**src/rtl/calc_op_sequencer.sv**
```systemverilog
// Sequencing front-end for the 4-bit calculator datapath: accepts one request, holds the
// operands for SETTLE_CYC cycles, captures results. Optional accumulator chaining: CALC_SEQ_ACC_EN.
module calc_op_sequencer #(
  parameter int unsigned SETTLE_CYC = 2,
  parameter int unsigned CNT_W      = 16
) (
  input  logic             clk,
  input  logic             rst,
`ifdef CALC_SEQ_ACC_EN
  input  logic             req_chain,
`endif
  input  logic             req_valid,
  output logic             req_ready,
  input  logic [3:0]       req_a,
  input  logic [3:0]       req_b,
  input  logic [3:0]       req_sel,
  output logic [3:0]       alu_inp1,
  output logic [3:0]       alu_inp2,
  output logic [3:0]       alu_sel,
  input  logic [7:0]       alu_out1,
  input  logic [7:0]       alu_out2_1,
  input  logic [7:0]       alu_out2_2,
  output logic             rsp_valid,
  input  logic             rsp_ready,
  output logic [7:0]       rsp_out1,
  output logic [7:0]       rsp_out2_1,
  output logic [7:0]       rsp_out2_2,
  output logic [CNT_W-1:0] op_count
);

  localparam int unsigned SETTLE_W = 4;

  generate
    if (SETTLE_CYC == 0 || SETTLE_CYC > 15) begin : g_bad_settle
      $error("calc_op_sequencer: SETTLE_CYC must be in 1..15");
    end
  endgenerate

  typedef enum logic [1:0] {S_IDLE, S_WAIT, S_RESP} state_t;

  state_t              state;
  state_t              state_nxt;
  logic [SETTLE_W-1:0] cnt;
  logic                accept;
  logic                capture;
  logic                done;
  logic [3:0]          operand1;

`ifdef CALC_SEQ_ACC_EN
  logic [3:0] acc;
`endif

  // State register
  always_ff @(posedge clk) begin
    if (rst) state <= S_IDLE;
    else     state <= state_nxt;
  end

  // Next-state logic
  always_comb begin
    state_nxt = state;
    case (state)
      S_IDLE:  if (accept)  state_nxt = S_WAIT;
      S_WAIT:  if (capture) state_nxt = S_RESP;
      S_RESP:  if (done)    state_nxt = S_IDLE;
      default: state_nxt = S_IDLE;
    endcase
  end

  // Handshake decode from registered state
  always_comb begin
    req_ready = 1'b0;
    accept    = 1'b0;
    capture   = 1'b0;
    done      = 1'b0;
    req_ready = (state == S_IDLE);
    accept    = req_valid && (state == S_IDLE);
    capture   = (state == S_WAIT) && (cnt == '0);
    done      = (state == S_RESP) && rsp_valid && rsp_ready;
  end

`ifdef CALC_SEQ_ACC_EN
  assign operand1 = req_chain ? acc : req_a;
`else
  assign operand1 = req_a;
`endif

  // Operand, settle counter, response and statistics registers
  always_ff @(posedge clk) begin
    if (rst) begin
      alu_inp1   <= '0;
      alu_inp2   <= '0;
      alu_sel    <= '0;
      cnt        <= '0;
      rsp_valid  <= 1'b0;
      rsp_out1   <= '0;
      rsp_out2_1 <= '0;
      rsp_out2_2 <= '0;
      op_count   <= '0;
    end else begin
      if (accept) begin
        alu_inp1 <= operand1;
        alu_inp2 <= req_b;
        alu_sel  <= req_sel;
        cnt      <= SETTLE_W'(SETTLE_CYC - 1);
      end else if (state == S_WAIT && cnt != '0) begin
        cnt <= cnt - SETTLE_W'(1);
      end
      if (capture) begin
        rsp_out1   <= alu_out1;
        rsp_out2_1 <= alu_out2_1;
        rsp_out2_2 <= alu_out2_2;
        rsp_valid  <= 1'b1;
      end
      if (done) begin
        rsp_valid <= 1'b0;
        if (op_count != '1) op_count <= op_count + CNT_W'(1);
      end
    end
  end

`ifdef CALC_SEQ_ACC_EN
  // Accumulator keeps the low nibble of the last delivered result
  always_ff @(posedge clk) begin
    if (rst)       acc <= '0;
    else if (done) acc <= rsp_out1[3:0];
  end
`endif

endmodule

```
**config.mk**
```make
export PLATFORM = sky130hd
export DESIGN_NAME = calc_op_sequencer
export DESIGN_NICKNAME = d
export VERILOG_FILES = /design/src/rtl/calc_op_sequencer.sv
export SDC_FILE = /design/constraint.sdc
export NUM_CORES = 1
export LEC_CHECK = 0
export CAP_MARGIN = 20
export CORE_AREA = 2 2 75 77
export DETAILED_ROUTE_END_ITERATION = 10
export DIE_AREA = 0 0 77 79
export MAX_ROUTING_LAYER = met4
export PLACE_DENSITY = 0.84
export SLEW_MARGIN = 20
export SYNTH_ARGS = -nofsm -noshare
export SYNTH_HDL_FRONTEND = slang
export SYNTH_SLANG_ARGS = --single-unit
```
**constraint.sdc**
```tcl
create_clock -name clk -period 3 [get_ports clk]
set_input_delay 0.75 -clock clk [delete_from_list [all_inputs] [get_ports clk]]
set_output_delay 0.75 -clock clk [all_outputs]
set_load 0.03 [all_outputs]
```
==> out/results.txt <==
Vias - 2403
Syn_area_per_cell - 8.178 sq um
Drt first pass iters - 4
P per Cell Area - 602.5 nW/um^2
Vert. Die Dim - 79 microns
Number of flops mapped to enable cells by yosys - 0
Pwr Total - 2.144 mW
Clock period minus worst slack - 2.357 ns
Setup Buffers After CTS - 0
Critical path startpoint category - flop
Placed Instances - 441
CTS clk-pin slew, worst paths - 0.06 ns
Register area share after synthesis - 49.97%
Most frequent cells in the layout - clkdlybuf4s50_1 (92), nand2_1 (78), dfxtp_1 (59), a21oi_1 (47), nor2_1 (10)
PostCTS Resize Cnt - 0
Core area - 5338 sq um
H-tree Lvls - 3
Async S/R FF share, synth - 0%
Final net count - 422
Final Hold Viols - 0
Worst path max stage delay - 0.71 ns
Slowest CP cell - clkdlybuf4s50_1
Max-cap violations - 0
WS Path Type - flop to output port
Period utilization - 78.58%
Area grow syn2layout - 50.56%
TritonCTS Buffers - 9
Std cell rows - 27
Distinct cells, synth - 43
Slew @ Worst Pin - 0.9248 ns
Vias in the first global route - 2279
Pins Over Slew Limit - 0
Fin Clk Skew - 0.006870 ns
Yosys warnings - 0
Die X - 77 microns
Hpwl dp - 4222 microns
Global route overflow - 0
Hold WC Path Type - flop to flop
Net count after synthesis - 331
Routed wire length - 6206 microns
GPL Wtd Cong - 0.8575
HP Start - rsp_out2_2[5]
Relative slew slack - 38.34%
Worst Setup SP - state[1]
Unrepaired setup endpoints after global routing - false
Die Area - 6083 sq um
Drt drc - 0
Clock Root Buffer - clkbuf_8
First-iteration detailed-routing DRC count - 110
Gr usage total - 21.92%
Worst path arrival time - 1.61 ns
Port buffer count - 93
Largest net degree at the start of global routing - 44
Final hold slack - 0.4517 ns
Initial antenna violation count - 0
RR Startpoint - op_count[0]
CP required - 2.25 ns
Share of layout cells above drive strength 1 - 5.990%
Top FF cell, synth - dfxtp_1
Hold Buf Count CTS - 0
Post-Syn Instances - 289
Pleak - 1.256 nW
I/O pins - 94
ANT cells - 0
Non-filler cells, final - 456
Clk Latency, worst-skew pair - 0.34 ns
CTS tree - yes
Status - finished clean
CP max FO - 6
Clock Sinks - 59
CP cell instances - nor2_1 -> clkdlybuf4s50_1
Max Clock Freq - 0.4242 GHz
Design Area, Final - 3558 sq um
Final setup vio count - 0
Post-route ant nets - 0
CP endpoint kind - output port
Final setup margin - 0.6425 ns
Maximum vdd drop - 0.3776 mV
Fin util - 66.67%
Initial Util - 44.28%
Detailed-route wire length per cell - 13.61 microns
Setup_tns - 0 ns
First-pass GRT wire length - 10290 microns
Placed Area - 3329 sq um
Leading cell type in the layout, fill and taps excluded - clkdlybuf4s50_1
Maximum buffer depth of the clock tree - 2
Synthesized area - 2364 sq um
Yosys reg bits - 59
Via-per-instance ratio - 5.270
Dpl ws - 0.4782 ns
[critical path, delay by kind of cell, from the launching register on]
kind | cells | cell delay (ns)
simple gates | 1 | 0.22
flops | 1 | 0.35
buf+inv | 1 | 0.71
[power breakdown]
part           internal [mW]  leakage (nW)  switching [mW]  total [mW]
logic                  0.182         0.657           0.247       0.429
clock network          0.542         0.119           0.298       0.840
registers              0.841         0.480          0.0346       0.875
total                   1.57          1.26           0.579        2.14
[Yosys cell counts (2+ instances only)]
master,n,area share (%)
a2111oi_0,2,0.74
a211oi_1,2,0.64
a21oi_1,47,10
a31oi_1,3,0.79
and2_1,4,1.1
and3_1,2,0.53
and4_1,4,1.5
buf_2,3,0.64
clkbuf_1,11,1.7
dfxtp_1,59,50
ha_1,2,1.1
inv_1,5,0.79
nand2_1,78,12
nand3_1,7,1.5
nand3b_1,2,0.64
nand4_1,4,1.1
nor2_1,10,1.6
nor2b_1,2,0.53
nor3_1,6,1.3
nor4_1,2,0.53
o21ai_0,6,1.3
o41ai_1,2,0.74
or3_1,4,1.1
or4_1,2,0.64
xor2_1,2,0.74
[final timing paths]
check                           cells past startpoint       endpoint  slack, ns
worst max-delay path                                2      req_ready       0.64
worst min-delay path                                2  rsp_out2_2[5]       0.45
worst max register to register                      5   op_count[14]       0.98
worst min register to register                      2  rsp_out2_2[5]       0.45
[metal layers]
layer | vias up | wire length, microns | global-route usage [%]
met5 | - | 0 | -
met4 | 0 | 224 | 12.32
met3 | 21 | 305 | 5.227
met2 | 76 | 3057 | 36.93
met1 | 1114 | 2619 | 24.04
li1 | 1192 | - | -
[flip-flops by register name, summed over array words and instances (netlist names)]
| signal | flops |
|---|---|
| rsp_valid | 1 |
| cnt | 4 |
| rsp_out1 | 8 |
| rsp_out2_1 | 8 |
| alu_inp2 | 4 |
| op_count | 16 |
| state | 2 |
| alu_sel | 4 |
| alu_inp1 | 4 |
| rsp_out2_2 | 8 |
[cell families after synthesis]
group | Yosys count | synth area share, %
simple gates | 134 | 26.89
compound gates | 69 | 16.62
flops | 59 | 49.97
buf+inv | 21 | 3.864
xor+xnor | 3 | 1.112
fa+ha+maj | 2 | 1.059
mux | 1 | 0.4764
[layout make-up]
cell class              instances  area, sq um
flip-flops and latches         59         1181
clock buffers                   9        123.9
inverters                       5        18.77
multi-input cells             209         1091
fillers                       462         1779
repair buffers                 96        948.4
well taps                      72        90.09
clock inverters                 6        105.1
No activity file was read; power rests on OpenSTA's default activity.
